<file path="config.mk">
export PLATFORM = sky130hd
export DESIGN_NAME = v_bank_dispatch_ctrl_flat
export DESIGN_NICKNAME = d
export VERILOG_FILES = /design/src/rtl/v_cache_pkg.sv /design/src/rtl/v_bank_dispatch_ctrl_if.sv /design/src/rtl/v_1toN_decode.sv /design/src/rtl/v_bank_dispatch_ctrl.sv /design/src/flat_wrapper.sv
export SDC_FILE = /design/constraint.sdc
export NUM_CORES = 1
export LEC_CHECK = 0
export BUFFER_PORTS_ARGS = -buffer_cell sky130_fd_sc_hd__buf_2
export CAP_MARGIN = 40
export CORE_UTILIZATION = 58
export DETAILED_ROUTE_END_ITERATION = 6
export PLACE_DENSITY = 0.91
export SLEW_MARGIN = 20
export SYNTH_ARGS = -nofsm -noshare
export SYNTH_HDL_FRONTEND = slang
export SYNTH_SLANG_ARGS = --single-unit
</file>
<file path="constraint.sdc">
create_clock -name clk -period 3.8 [get_ports clk]
set_input_delay 0.19 -clock clk [delete_from_list [all_inputs] [get_ports clk]]
set_output_delay 0.19 -clock clk [all_outputs]
set_load 0.01 [all_outputs]
</file>
<file path="src/rtl/v_cache_pkg.sv">
// Shared helpers for the vector cache dispatch path: field-width calculations.
package v_cache_pkg;

  // Index width for an N-entry selector; a single entry still needs one bit.
  function automatic int unsigned idx_w(int unsigned n);
    return (n > 1) ? $clog2(n) : 1;
  endfunction

  // Width of a counter that must represent 0..max_val inclusive.
  function automatic int unsigned cnt_w(int unsigned max_val);
    return $clog2(max_val + 1);
  endfunction

endpackage

</file>
<file path="src/rtl/v_bank_dispatch_ctrl_if.sv">
// Request, issue and credit-return bundle between the front-end, the dispatcher and the banks.
interface v_bank_dispatch_ctrl_if
  import v_cache_pkg::*;
#(
  parameter int unsigned N     = 8,
  parameter int unsigned DEPTH = 4,
  parameter int unsigned PLD_W = 32
);

  localparam int unsigned IdxW = idx_w(N);
  localparam int unsigned CntW = cnt_w(DEPTH);

  logic             in_vld;
  logic             in_rdy;
  logic [IdxW-1:0]  in_idx;
  logic [PLD_W-1:0] in_pld;
  logic [N-1:0]     out_vld;
  logic [PLD_W-1:0] out_pld;
  logic [N-1:0]     crd_rtn;
  logic [CntW-1:0]  q_cnt;
  logic             crd_err;

  // Request source and bank side.
  modport master (
    output in_vld, in_idx, in_pld, crd_rtn,
    input  in_rdy, out_vld, out_pld, q_cnt, crd_err
  );

  // Dispatcher side.
  modport slave (
    input  in_vld, in_idx, in_pld, crd_rtn,
    output in_rdy, out_vld, out_pld, q_cnt, crd_err
  );

endinterface

</file>
<file path="src/rtl/v_1toN_decode.sv">
// Gated binary-to-one-hot decoder driving the per-bank valid bus.
module v_1toN_decode
  import v_cache_pkg::*;
#(
  parameter int unsigned N = 8
) (
  input  logic                 en_i,
  input  logic [idx_w(N)-1:0]  idx_i,
  output logic [N-1:0]         onehot_o
);

  // At most one bit set, and none unless enabled.
  always_comb begin
    onehot_o = '0;
    if (en_i) begin
      onehot_o[idx_i] = 1'b1;
    end
  end

endmodule

</file>
<file path="src/rtl/v_bank_dispatch_ctrl.sv">
// In-order credit-based dispatcher: queues {idx, pld} requests and issues the head to its bank
// only while that bank holds a credit. Younger requests wait behind a blocked head.
module v_bank_dispatch_ctrl
  import v_cache_pkg::*;
#(
  parameter int unsigned N      = 8,
  parameter int unsigned DEPTH  = 4,
  parameter int unsigned CREDIT = 2,
  parameter int unsigned PLD_W  = 32
) (
  input logic                   clk,
  input logic                   rst_n,
  v_bank_dispatch_ctrl_if.slave bus
);

  localparam int unsigned IdxW = idx_w(N);
  localparam int unsigned PtrW = idx_w(DEPTH);
  localparam int unsigned CntW = cnt_w(DEPTH);
  localparam int unsigned CrdW = cnt_w(CREDIT);

  typedef struct packed {
    logic [IdxW-1:0]  idx;
    logic [PLD_W-1:0] pld;
  } entry_t;

  entry_t          mem_q [DEPTH];
  entry_t          mem_d [DEPTH];
  logic [PtrW-1:0] wr_ptr_q, wr_ptr_d;
  logic [PtrW-1:0] rd_ptr_q, rd_ptr_d;
  logic [CntW-1:0] q_cnt_q, q_cnt_d;
  logic [CrdW-1:0] crd_q [N];
  logic [CrdW-1:0] crd_d [N];
  logic            crd_err_q, crd_err_d;

  entry_t          head;
  logic [IdxW-1:0] head_idx;
  logic            in_rdy;
  logic            push;
  logic            issue;

  // Head selection and handshake; issue depends on registered state only.
  always_comb begin
    head     = mem_q[rd_ptr_q];
    head_idx = head.idx;
    in_rdy   = (q_cnt_q != CntW'(DEPTH));
    push     = bus.in_vld && in_rdy;
    issue    = (q_cnt_q != '0) && (crd_q[head_idx] != '0);
  end

  // FIFO next state; a full queue refuses input even while popping.
  always_comb begin
    mem_d    = mem_q;
    wr_ptr_d = wr_ptr_q;
    rd_ptr_d = rd_ptr_q;
    q_cnt_d  = q_cnt_q + CntW'(push) - CntW'(issue);
    if (push) begin
      mem_d[wr_ptr_q] = '{idx: bus.in_idx, pld: bus.in_pld};
      wr_ptr_d        = wr_ptr_q + PtrW'(1);
    end
    if (issue) begin
      rd_ptr_d = rd_ptr_q + PtrW'(1);
    end
  end

  // Per-bank credits: issue consumes, return refills, both together cancel out.
  always_comb begin
    crd_err_d = crd_err_q;
    for (int unsigned i = 0; i < N; i++) begin
      crd_d[i] = crd_q[i];
      if (issue && (head_idx == IdxW'(i))) begin
        if (!bus.crd_rtn[i]) begin
          crd_d[i] = crd_q[i] - CrdW'(1);
        end
      end else if (bus.crd_rtn[i]) begin
        if (crd_q[i] == CrdW'(CREDIT)) begin
          crd_err_d = 1'b1;  // overflowing return is dropped but remembered
        end else begin
          crd_d[i] = crd_q[i] + CrdW'(1);
        end
      end
    end
  end

  // State registers; reset empties the queue and restores every credit.
  always_ff @(posedge clk or negedge rst_n) begin
    if (!rst_n) begin
      for (int unsigned i = 0; i < DEPTH; i++) begin
        mem_q[i] <= '0;
      end
      for (int unsigned i = 0; i < N; i++) begin
        crd_q[i] <= CrdW'(CREDIT);
      end
      wr_ptr_q  <= '0;
      rd_ptr_q  <= '0;
      q_cnt_q   <= '0;
      crd_err_q <= 1'b0;
    end else begin
      mem_q     <= mem_d;
      crd_q     <= crd_d;
      wr_ptr_q  <= wr_ptr_d;
      rd_ptr_q  <= rd_ptr_d;
      q_cnt_q   <= q_cnt_d;
      crd_err_q <= crd_err_d;
    end
  end

  v_1toN_decode #(
    .N (N)
  ) u_decode (
    .en_i     (issue),
    .idx_i    (head_idx),
    .onehot_o (bus.out_vld)
  );

  assign bus.in_rdy  = in_rdy;
  assign bus.out_pld = head.pld;
  assign bus.q_cnt   = q_cnt_q;
  assign bus.crd_err = crd_err_q;

endmodule
</file>
<file path="src/flat_wrapper.sv">
// flat-port wrapper written by rule: the top's interface ports become plain ports
module v_bank_dispatch_ctrl_flat import v_cache_pkg::*;
#(
  parameter int unsigned N      = 8,
  parameter int unsigned DEPTH  = 4,
  parameter int unsigned CREDIT = 2,
  parameter int unsigned PLD_W  = 32
)
  (clk, rst_n, bus_in_vld, bus_in_idx, bus_in_pld, bus_crd_rtn, bus_in_rdy, bus_out_vld, bus_out_pld, bus_q_cnt, bus_crd_err);
  v_bank_dispatch_ctrl_if #(.N(N), .DEPTH(DEPTH), .PLD_W(PLD_W)) bus_i ();
  input logic clk;
  input logic rst_n;
  input wire logic [$bits(bus_i.in_vld)-1:0] bus_in_vld;
  input wire logic [$bits(bus_i.in_idx)-1:0] bus_in_idx;
  input wire logic [$bits(bus_i.in_pld)-1:0] bus_in_pld;
  input wire logic [$bits(bus_i.crd_rtn)-1:0] bus_crd_rtn;
  output wire logic [$bits(bus_i.in_rdy)-1:0] bus_in_rdy;
  output wire logic [$bits(bus_i.out_vld)-1:0] bus_out_vld;
  output wire logic [$bits(bus_i.out_pld)-1:0] bus_out_pld;
  output wire logic [$bits(bus_i.q_cnt)-1:0] bus_q_cnt;
  output wire logic [$bits(bus_i.crd_err)-1:0] bus_crd_err;
  assign bus_i.in_vld = bus_in_vld;
  assign bus_i.in_idx = bus_in_idx;
  assign bus_i.in_pld = bus_in_pld;
  assign bus_i.crd_rtn = bus_crd_rtn;
  assign bus_in_rdy = bus_i.in_rdy;
  assign bus_out_vld = bus_i.out_vld;
  assign bus_out_pld = bus_i.out_pld;
  assign bus_q_cnt = bus_i.q_cnt;
  assign bus_crd_err = bus_i.crd_err;
  v_bank_dispatch_ctrl #(.N(N), .DEPTH(DEPTH), .CREDIT(CREDIT), .PLD_W(PLD_W)) u_core (.clk(clk), .rst_n(rst_n), .bus(bus_i));
endmodule
</file>
# After elaboration in Yosys (flattened, before gate mapping)
# Cells that the tools add are included.
[totals]
output_inout_bits = 45
in_bits = 46
ff_bits = 164
word_cells = 180
[op_classes]
reduce_logical = 31
bitwise_logic = 3
add_sub_neg = 20
muxes = 68
n_eq_ne = 32
magnitude_cmp = 6
[op_table]
columns = ["op", "n"]
rows = [
  ["$bwmux 140", 1],
  ["$mux 35", 3],
  ["$bmux 35 s2", 1],
  ["$demux 35 s2", 1],
  ["$mux 2", 34],
  ["$mux 1", 25],
  ["$reduce_and 3->1", 8],
  ["$add 2x1->2 const B", 10],
  ["$reduce_bool 2->1", 9],
  ["$eq 2x2->1 const B", 8],
  ["$ne 2x1->1 const B", 8],
  ["$ne 2x2->1 const B", 8],
  ["$sub 2x1->2 const B", 8],
  ["$eq 3x3->1 const B", 4],
  ["$logic_and 1x1->1", 12],
  ["$mux 8", 1],
  ["$bmux 2 s3", 1],
  ["$eq 3x2->1 const B", 2],
  ["$ge 3x3->1 const B", 2],
  ["$not 2->3", 2],
  ["$ge 4x4->1 const B", 1],
  ["$lt 3x4->1 const B", 1],
  ["$not 3->4", 1],
  ["$add 3x1->3", 1],
  ["8 further kinds", 8],
]

# Logic depth before layout (Yosys ltp)
[logic_depth]
word_depth = 33
depth_mapped = 13
ltp_nobuf = 11

# Hierarchy
# A second synthesis with hierarchy kept.
[hier_totals]
cells_unflattened = 552
area_unflattened_um2 = 8005.2
[by_module_without_submodules]
columns = ["module", "n_inst", "cells_each", "seq_area_each_um2", "area_per_inst_um2"]
rows = [
  ["v_bank_dispatch_ctrl", 1, 544, 4113.9, 7910.1],
  ["v_1toN_decode", 1, 8, 0.0, 95.1],
]

# Worst setup path after synthesis
# No wires, ideal clock.
[synth_path]
path_kind = "register to register"
startpoint = "register u_core.rd_ptr_q[0]"
endpoint = "register u_core.q_cnt_q[2] (netlist: u_core.bus.q_cnt[2])"
t_required_ns = 3.674
stages_incl_launch_ff = 14
arrival_ns = 2.998
slack_ns = 0.676
setup_time_ns = 0.126
period_less_slack_ns = 3.124
n_path_buf = 2
cell_sequence = "dfrtp_1 buf_6 mux4_2 or2_0 clkbuf_2 a221o_2 o22ai_1 ha_1 inv_1 ha_1 inv_1 fa_1 xnor2_1 xnor2_1"
[synth_between]
elab_chain_len = 11
[synth_lines]
columns = ["element", "line_no", "rtl"]
rows = [
  ["start: declaration", "v_bank_dispatch_ctrl.sv:29", "logic [PtrW-1:0] rd_ptr_q, rd_ptr_d;"],
  ["start signal: assignment", "v_bank_dispatch_ctrl.sv:101", "rd_ptr_q <= rd_ptr_d;"],
  ["$not 2->3 (not written as such)", "v_bank_dispatch_ctrl.sv:43", "head = mem_q[rd_ptr_q];"],
  ["$bmux 35 s2", "v_bank_dispatch_ctrl.sv:43", ""],
  ["$mux 35 (not written as such) (2 in a row)", "v_bank_dispatch_ctrl.sv:43", ""],
  ["$not 3->4 (not written as such)", "v_bank_dispatch_ctrl.sv:47", "issue = (q_cnt_q != '0) && (crd_q[head_idx] != '0);"],
  ["$bmux 2 s3", "v_bank_dispatch_ctrl.sv:47", ""],
  ["$mux 2 (not written as such) (2 in a row)", "v_bank_dispatch_ctrl.sv:47", ""],
  ["$reduce_bool 2->1", "v_bank_dispatch_ctrl.sv:47", ""],
  ["$logic_and 1x1->1", "v_bank_dispatch_ctrl.sv:47", ""],
  ["net u_core.issue", "v_bank_dispatch_ctrl.sv:39", "logic issue;"],
  ["$sub 3x1->3", "v_bank_dispatch_ctrl.sv:55", "q_cnt_d = q_cnt_q + CntW'(push) - CntW'(issue);"],
  ["net u_core.q_cnt_d[2]", "v_bank_dispatch_ctrl.sv:30", "logic [CntW-1:0] q_cnt_q, q_cnt_d;"],
  ["end signal: assignment", "v_bank_dispatch_ctrl.sv:102", "q_cnt_q <= q_cnt_d;"],
  ["end: declaration", "v_bank_dispatch_ctrl.sv:30", ""],
]
# The timed path passes the listed nets, and every way through them passes these cells. The select of a mux whose other input is x is not followed.
# A chain may end at the register's enable or synchronous reset.

# Worst setup path after layout
# Ends and elaborated chain as after synthesis.

==> flow_summary.ini <==
[run_status]
status = complete, no violations

[global_routing]
grt_first_pass_wirelength_um = 25500
antenna_found_initial = 0
grt_pass1_vias = 5012
gr-usage-all-layers_pct = 25.5
grt_max_degree = 98
grt-ovfl-total = 0

[job]
maxCapViolCount = 0

[timing]
hold_viol = 0
rsz0062_at_grt = false
tns_ps = 0
worst_pin_slew_ps = 581
setup_viol = 0
maxSlewViolCount = 0
period_share_pct = 91.6
fin_worst_skew_ps = 8.73
slew_headroom_pct = 61.1
max_freq_ghz = 0.287
finalCriticalPeriod_ps = 3480

[floorplanning]
num_rows = 41
dieArea_um2 = 13600
start_util_pct = 60.0
io_pins = 91
die_h_um = 116
fp.dieW_um = 116
coreArea_um2 = 12700

[yosys]
synth_area_leaders = dfrtp_1, mux2_2, mux4_2, dfstp_2, mux2i_1
yosysWarnings = 0
yosysTopAreaCell = dfrtp_1
syn-mean-instance-area_um2 = 14.7
synth_seq_cells = 164
synth_cells = 517
synth-edff-count = 0
synth_seq_area_share_pct = 54.2
synthTopCellsByCount = dfrtp_1, mux2_2, mux4_2
yosysMostFrequentCell = dfrtp_1
synth_top_area_share_pct = 51.4
ys.flop_type = dfrtp_1
netlist_area_um2 = 7600
synthArstFlopShare_pct = 100
post_synth_num_cell_types = 49
synth_fp_nets = 570

[clocking]
cts_max_level = 4
ctsResizeCount = 0
cts.sinks = 164
cts_setup_buffers = 0
cts_tree = done
insertion_delay_ps = 430
clock_path_buffers = 2
hold_buffers = 1
cts_made_buffers = 17
clk_pin_slew_worst_paths_ps = 70
root_buffer = clkbuf_16

[worst_setup_path]
worstSetupEndpointType = flip-flop
crit_start = u_core.rd_ptr_q[0]
crit_slowest_cell = a221o_2
cp_max_fo = 19
cpPeakStageDelay_ps = 430
r2r_slack_ps = 320
worstPathCellList = buf_4, buf_4, mux2i_1, and2_1, a221o_2, o22ai_1, ha_1, inv_1, ha_1, inv_1, fa_1, xnor2_1, xnor2_1
reg2reg_depth = 13
crit_end = u_core.bus.q_cnt[2]
required_ps = 4140
cp-start-kind = flip-flop
reg2reg_from = u_core.rd_ptr_q[0]
worstSetupPathType = flip-flop to flip-flop
critPathArrivalTime_ps = 3820
r2r_end = u_core.bus.q_cnt[2]

[final_layout]
layout-drive-gt1-share_pct = 53.0
area_growth_pct = 18.1
nNetsFinal = 666
antenna_cells = 0

[route]
drc = 0
vias_per_cell = 5.94
drt_wl_total_um = 15900
wire_per_inst_um = 19.9
firstDrtPassIters = 4
postRouteAntennaNets = 0
drt_iter0_drc = 238
vias = 4742

[min_path]
hold_class = primary input to flip-flop

[pwr]
power.total_mw = 9.10
ir_worst_vdd_mv = 0.625
power.density_cell_area_nw_per_um2 = 1010
leakage_nw = 3.96

[placed_design]
portBuffers = 90
dpl.hpwl_um = 10500
gp_congestion = 0.764
## metrics by stage
step           hold slack [ps]  util, %  setup WS, ps  cell area (µm²)  cells
2_1_floorplan             -106        -           676             7600    517
3_3_place_gp               316     64.9           463             8220    760
3_5_place_dp               332     65.7           368             8320    764
4_1_cts                   23.2     70.6           282             8940    797
5_1_grt                   24.1     70.8          64.9             8970    798
6_report                  32.5     70.8           317             8970    798
## sequential cells by signal (all words and copies together) (netlist names)
register	flops
u_core.bus.crd_err	1
u_core.bus.q_cnt	3
u_core.crd_q	16
u_core.mem_q	140
u_core.rd_ptr_q	2
u_core.wr_ptr_q	2
## placed cells by master (no fill, tap or decap), drive strengths merged, types with 3 or more instances in the layout
cell type,netlist,layout
mux2i,13,13
clkbuf,19,20
or2,4,4
o21ai,6,6
a211oi,3,3
dfrtp,156,156
clkinv,0,3
nand2,13,13
buf,6,101
nor3,13,13
ha,6,6
and2,4,4
nand2b,4,4
nor2b,7,7
xor2,3,3
mux4,35,35
nor4,3,3
xnor2,7,7
o31a,4,4
mux2,142,142
dfstp,8,8
inv,11,16
a21oi,6,6
nor2,21,21
## routing by layer
layer / vias up / global-route usage [%] / part of all wire [%]
met2: 128 / 44.9 / 53
met3: 24 / 7.37 / 5.2
li1: 2091 / - / -
met4: 0 / 7.86 / 1.4
met5: - / 0 / 0
met1: 2499 / 30.4 / 40
## cells by family after synthesis
group	after synthesis	share of synthesized area, %
DFF	164	54.2
muxes	190	33.1
adders and majority gates	7	1.25
AOI/OAI and AO/OA	31	2.85
buffers and inverters	36	1.93
xor gates and xnor gates	10	1.15
and+or+nand+nor	79	5.53
## report_power, final
group	switching [mW]	internal (mW)	leakage, nW
Combinational	1.89	2.20	1.74
Sequential	0.566	2.70	1.93
Clock	0.720	1.03	0.296
Total	3.18	5.93	3.96
## critical path, delay by kind of cell, from the launching register on
| kind | cells | cell delay [ps] |
|---|---|---|
| xor+xnor | 2 | 330 |
| flops | 1 | 380 |
| simple gates | 1 | 180 |
| compound gates | 2 | 810 |
| buf+inv | 4 | 740 |
| fa+ha+maj | 3 | 810 |
| mux | 1 | 130 |
## worst min path at each step
stage	from	endpoint	slack, ps	cells past startpoint
after detailed placement	rst_n	u_core.bus.q_cnt[1]	330	1
after CTS	bus_in_pld[2]	u_core.mem_q[37]	20	2
after floorplan	rst_n	u_core.bus.crd_err	-110	0
after global routing	bus_in_pld[18]	u_core.mem_q[18]	20	2
after global placement	rst_n	u_core.crd_q[4]	320	1
final	bus_in_pld[19]	u_core.mem_q[124]	30	2
## area by class of cell
type,count,area [µm²]
inverters,11,41.3
flip-flops and latches,164,4120
multi-input cells,317,3350
clock inverters,12,140
repair buffers,102,642
fillers,835,3700
well taps,172,215
clock buffers,20,467
No activity file was read; power rests on OpenSTA's default activity.
